$ cat src/rtl/move_scheduler.sv
// Move pacing and two-player round-robin arbitration for the on-screen block.
// A tick divider paces moves; each tick grants one resolved direction vector as one-cycle pulses.
module move_scheduler #(
  parameter int unsigned TICK_DIV = 1_000_000,
  parameter int unsigned CNT_W    = 20
) (
  input  logic        clk,
  input  logic        rst,
  input  logic        pause,
  input  logic        a_up,
  input  logic        a_down,
  input  logic        a_left,
  input  logic        a_right,
  input  logic        b_up,
  input  logic        b_down,
  input  logic        b_left,
  input  logic        b_right,
  output logic        up,
  output logic        down,
  output logic        left,
  output logic        right,
  output logic        grant_a,
  output logic        grant_b,
  output logic        tick,
  output logic [15:0] move_count
);

  typedef enum logic [1:0] {
    S_IDLE  = 2'd0,
    S_ARB   = 2'd1,
    S_ISSUE = 2'd2
  } state_t;

  state_t           r_state;
  logic [CNT_W-1:0] r_cnt;
  logic             r_tick;
  logic             r_last_b;
  logic [3:0]       r_dir;
  logic             r_grant_a;
  logic             r_grant_b;
  logic [15:0]      r_move_count;

  logic [3:0] w_vec_a;
  logic [3:0] w_vec_b;
  logic       w_req_a;
  logic       w_req_b;
  logic       w_win_a;

  // Vector bit order {up, down, left, right}; opposing pairs cancel.
  function automatic logic [3:0] resolve(input logic u, input logic d,
                                         input logic l, input logic r);
    return {u & ~d, d & ~u, l & ~r, r & ~l};
  endfunction

  always_comb begin
    w_vec_a = resolve(a_up, a_down, a_left, a_right);
    w_vec_b = resolve(b_up, b_down, b_left, b_right);
    w_req_a = |w_vec_a;
    w_req_b = |w_vec_b;
    w_win_a = w_req_a && (!w_req_b || r_last_b);
  end

  always_ff @(posedge clk) begin
    if (rst) begin
      r_state      <= S_IDLE;
      r_cnt        <= '0;
      r_tick       <= 1'b0;
      r_last_b     <= 1'b1;
      r_dir        <= '0;
      r_grant_a    <= 1'b0;
      r_grant_b    <= 1'b0;
      r_move_count <= '0;
    end else begin
      if (pause) begin
        r_tick <= 1'b0;
      end else if (r_cnt == CNT_W'(TICK_DIV - 1)) begin
        r_cnt  <= '0;
        r_tick <= 1'b1;
      end else begin
        r_cnt  <= r_cnt + 1'b1;
        r_tick <= 1'b0;
      end

      r_dir <= '0;
      // The winner's vector is loaded straight into the output register on the
      // ARB->ISSUE edge, so the pulses and grants are visible during ISSUE itself.
      unique case (r_state)
        S_IDLE: begin
          if (r_tick) r_state <= S_ARB;
        end
        S_ARB: begin
          if (w_req_a || w_req_b) begin
            r_dir        <= w_win_a ? w_vec_a : w_vec_b;
            r_grant_a    <= w_win_a;
            r_grant_b    <= !w_win_a;
            r_last_b     <= !w_win_a;
            r_move_count <= r_move_count + 16'd1;
            r_state      <= S_ISSUE;
          end else begin
            r_state <= S_IDLE;
          end
        end
        S_ISSUE: r_state <= S_IDLE;
        default: r_state <= S_IDLE;
      endcase
    end
  end

  assign {up, down, left, right} = r_dir;
  assign grant_a    = r_grant_a;
  assign grant_b    = r_grant_b;
  assign tick       = r_tick;
  assign move_count = r_move_count;

  a_tick_only_in_idle: assert property (@(posedge clk) disable iff (rst)
    r_tick |-> (r_state == S_IDLE));

endmodule

$ cat config.mk
export PLATFORM = sky130hd
export DESIGN_NAME = move_scheduler
export DESIGN_NICKNAME = d
export VERILOG_FILES = /design/src/rtl/move_scheduler.sv
export SDC_FILE = /design/constraint.sdc
export NUM_CORES = 1
export LEC_CHECK = 0
export ABC_AREA = 1
export CAP_MARGIN = 20
export CORE_MARGIN = 2
export CORE_UTILIZATION = 49
export CTS_CLUSTER_SIZE = 20
export DETAILED_ROUTE_END_ITERATION = 10
export GPL_ROUTABILITY_DRIVEN = 0
export PLACE_DENSITY = 0.86
export SLEW_MARGIN = 20
export SYNTH_ARGS = -nofsm -noshare
export SYNTH_HDL_FRONTEND = slang
export SYNTH_SLANG_ARGS = --single-unit
$ cat constraint.sdc
create_clock -name clk -period 1.34 [get_ports clk]
set_input_delay 0.268 -clock clk [delete_from_list [all_inputs] [get_ports clk]]
set_output_delay 0.268 -clock clk [all_outputs]
set_load 0.02 [all_outputs]
==> results of run 1 <==
-- layout by cell type, fill, tap and decap left out, drive strengths merged, types with 2 or more instances in the layout --
cell / count
o21ai: 16
dfxtp: 46
nand2: 73
a21oi: 9
nor2: 81
dlygate4sd2: 22
clkbuf: 15
ha: 10
nor3: 13
xnor2: 4
nand4: 9
nor3b: 2
clkdlybuf4s15: 2
inv: 54
xor2: 5
buf: 30
nand3: 26
-- final timing paths --
path / from / end / slack [ps] / depth (start not counted)
setup / recovery: move_count[0] / move_count[12] / 10 / 8
hold reg to reg: tick / r_state[0] / 480 / 2
setup reg to reg: move_count[0] / move_count[12] / 10 / 8
hold / removal: a_right / r_dir[0] / 350 / 4
-- worst reg2reg max path, stage by stage, from the launching register on --
cell and delay [ps]:
dfxtp_4 380, ha_4 140, inv_1 60, nor2_2 160, nand2_2 120, inv_2 90
nand3_2 90, o21ai_1 150, nor2_1 50
-- power by group --
part	switching, mW	leakage (nW)	internal [mW]
Sequential	0.00790	0.377	1.37
Clock	0.462	0.0482	0.417
Combinational	0.122	0.984	0.101
-- state kept, by name, indices dropped and copies added, names as in the netlist --
signal      cells
r_dir           4
r_state         2
r_cnt          20
grant_a         1
r_last_b        1
move_count     16
grant_b         1
tick            1
-- cell type report --
type	count	area, sq um
repair buffers	63	517
clock inverters	1	5.00
fillers	403	1440
flip-flops and latches	46	943
clock buffers	7	86.3
inverters	54	203
multi-input cells	256	1540
well taps	67	83.8
-- kinds of logic after synthesis --
group                    after synthesis
buffers and inverters                 60
multiplexers                           1
AO/OA/AOI/OAI                         30
XOR/XNOR                               9
AND/OR/NAND/NOR                      206
adder cells (fa/ha/maj)               10
flip-flops                            46
-- stage by stage --
| stage | hold slack (ps) | setup TNS [ps] | area [sq um] | util [%] | setup WS, ps |
|---|---|---|---|---|---|
| after floorplan | 463 | -28.5 | 2510 | - | -26.9 |
| after global placement | 449 | -17870 | 3110 | 64.5 | -587 |
| after detailed placement | 463 | -20010 | 3110 | 64.5 | -655 |
| after CTS | 474 | 0 | 3270 | 67.8 | 1.35 |
| after global routing | 370 | -246 | 3380 | 70.2 | -64.7 |
| final | 349 | 0 | 3380 | 70.2 | 14.5 |
-- routing by layer --
metal | GRT usage (%) | up-vias
met2 | 43.6 | 67
met1 | 26.5 | 1190
met4 | 6.82 | 0
met5 | 0 | -
met3 | 5.56 | 15
li1 | - | 1267
-- timing repair --
item                                   CTS  global route
setup endpoints to repair               61            36
buffers inserted                         1             2
resized for setup                       58            53
pin swaps                               11            21
endpoints found under the hold margin    0             0
gates cloned                             0             0
==> run metrics, run 1 <==
clk sinks=46; slowest stage delay, CP=380 ps; largest family of logic cells by synthesized area=simple AND/OR/NAND/NOR gates; DRT met1 WL=2.64 mm; antenna violations before repair=0; Placed Cells=484; Pwr per Cell Area=733 mW/mm^2; critical path class=flop to flop; vias per std cell=5.14; RSZ-0062 raised after global routing=true; DRC viols=0; syn_area_per_cell=6.90 sq um; final WL=6.57 mm; first-pass GRT wire length=10.2 mm; synth warn=0; #FFs+latches synth=46; CTS tree=yes; top cells by instance count after synthesis=nand2_1 (68), nor2_1 (68), inv_1 (54); count of final hold-check violations=0; vias in the first global route=2381; chip width=75.4 um; syn nets=383; Synth cell types=34; biggest area consumer among synthesized cells=dfxtp_1; simple-gate share of the synthesized area=38.4%; adder-cell share of the synthesized area=5.01%; Overflow after GRT=0; Num CTS Buffers=5; post-synthesis compound-gate area fraction=6.66%; startpoint types=flop; setup violators final=0; synth-to-layout area growth=35.3%; Non-Filler Instances=494; Pleak=1.41 nW; Least-Margin Pin Slew=322 ps; max cap viols=0; via count=2539; Mapped Area=0.00250 sq mm; Post-CTS Hold Buffers=0; Worst Path Required=1550 ps; prevailing post-synth register cell=dfxtp_1; Max VDD drop=0.494 mV; FMAX=0.754 GHz; pin count of the biggest net entering global routing=15; WL/cell=13.3 um; status=finished clean; worst clock skew=5.90 ps; H-tree levels=2; register area share after synthesis=36.9%; Worst EP arrival=1530 ps; hpwl dp=4.48 mm; Rel. slew slack=78.6%; input/output buffers=33; core area=0.00482 sq mm; Rows=25; Total Power=2.48 mW; Crit path max-delay family=simple AND/OR/NAND/NOR gates; CP Buf/Inv Count=2; Hold/Removal Path Class=primary input to flop; CTS Buffer Depth=2; post-synthesis cell count=362; max layer used=met4; ANT cells=0; period utilization=98.9%; Met2 Wirelength=3.47 mm; Layout Nets=447; most area-consuming cells after synthesis=dfxtp_1 (37%), nand2_1 (10%), nor2_1 (10%); Slowest cell on crit path=dfxtp_4; Initial Util=51.9%; Die Height=75.4 um; clk_lat worst skew=300 ps; Post-synth ARST share=0%; EDFF count, synth=0; post-synthesis xor/xnor area fraction=3.15%; Tmin final=1330 ps; met3 wire len=308 um; critical path peak fanout=4; aggregate global-route resource usage=23.4%; initial DRC count=160; Slew Limit Fails=0; Post-DRT Antenna Nets=0; Clk pin slew, worst setup/hold paths=90 ps; share of the synthesized area in the top cell type=36.9%; CP Cell Sequence=ha_4 > inv_1 > nor2_2 > nand2_2 > inv_2 > nand3_2 > o21ai_1 > nor2_1; io pins=34; DRT Pass-1 Iters=4; fraction of layout cells with a size suffix above 1=27.4%; Die Area=0.00569 sq mm; clk root buf=clkbuf_8; CP Capture Type=flop; mux cell area share after synthesis=0.401%
(Power assumes the default switching activity.)
==> run 2: changes to the inputs <==
--- a/config.mk
+++ b/config.mk
@@ -6,7 +6,6 @@
 export NUM_CORES = 1
 export LEC_CHECK = 0
 export ABC_AREA = 1
-export CAP_MARGIN = 20
 export CORE_MARGIN = 2
 export CORE_UTILIZATION = 49
 export CTS_CLUSTER_SIZE = 20
==> results of run 2 <==
No change in the layout: final DEF, timing and power equal those of run 1.
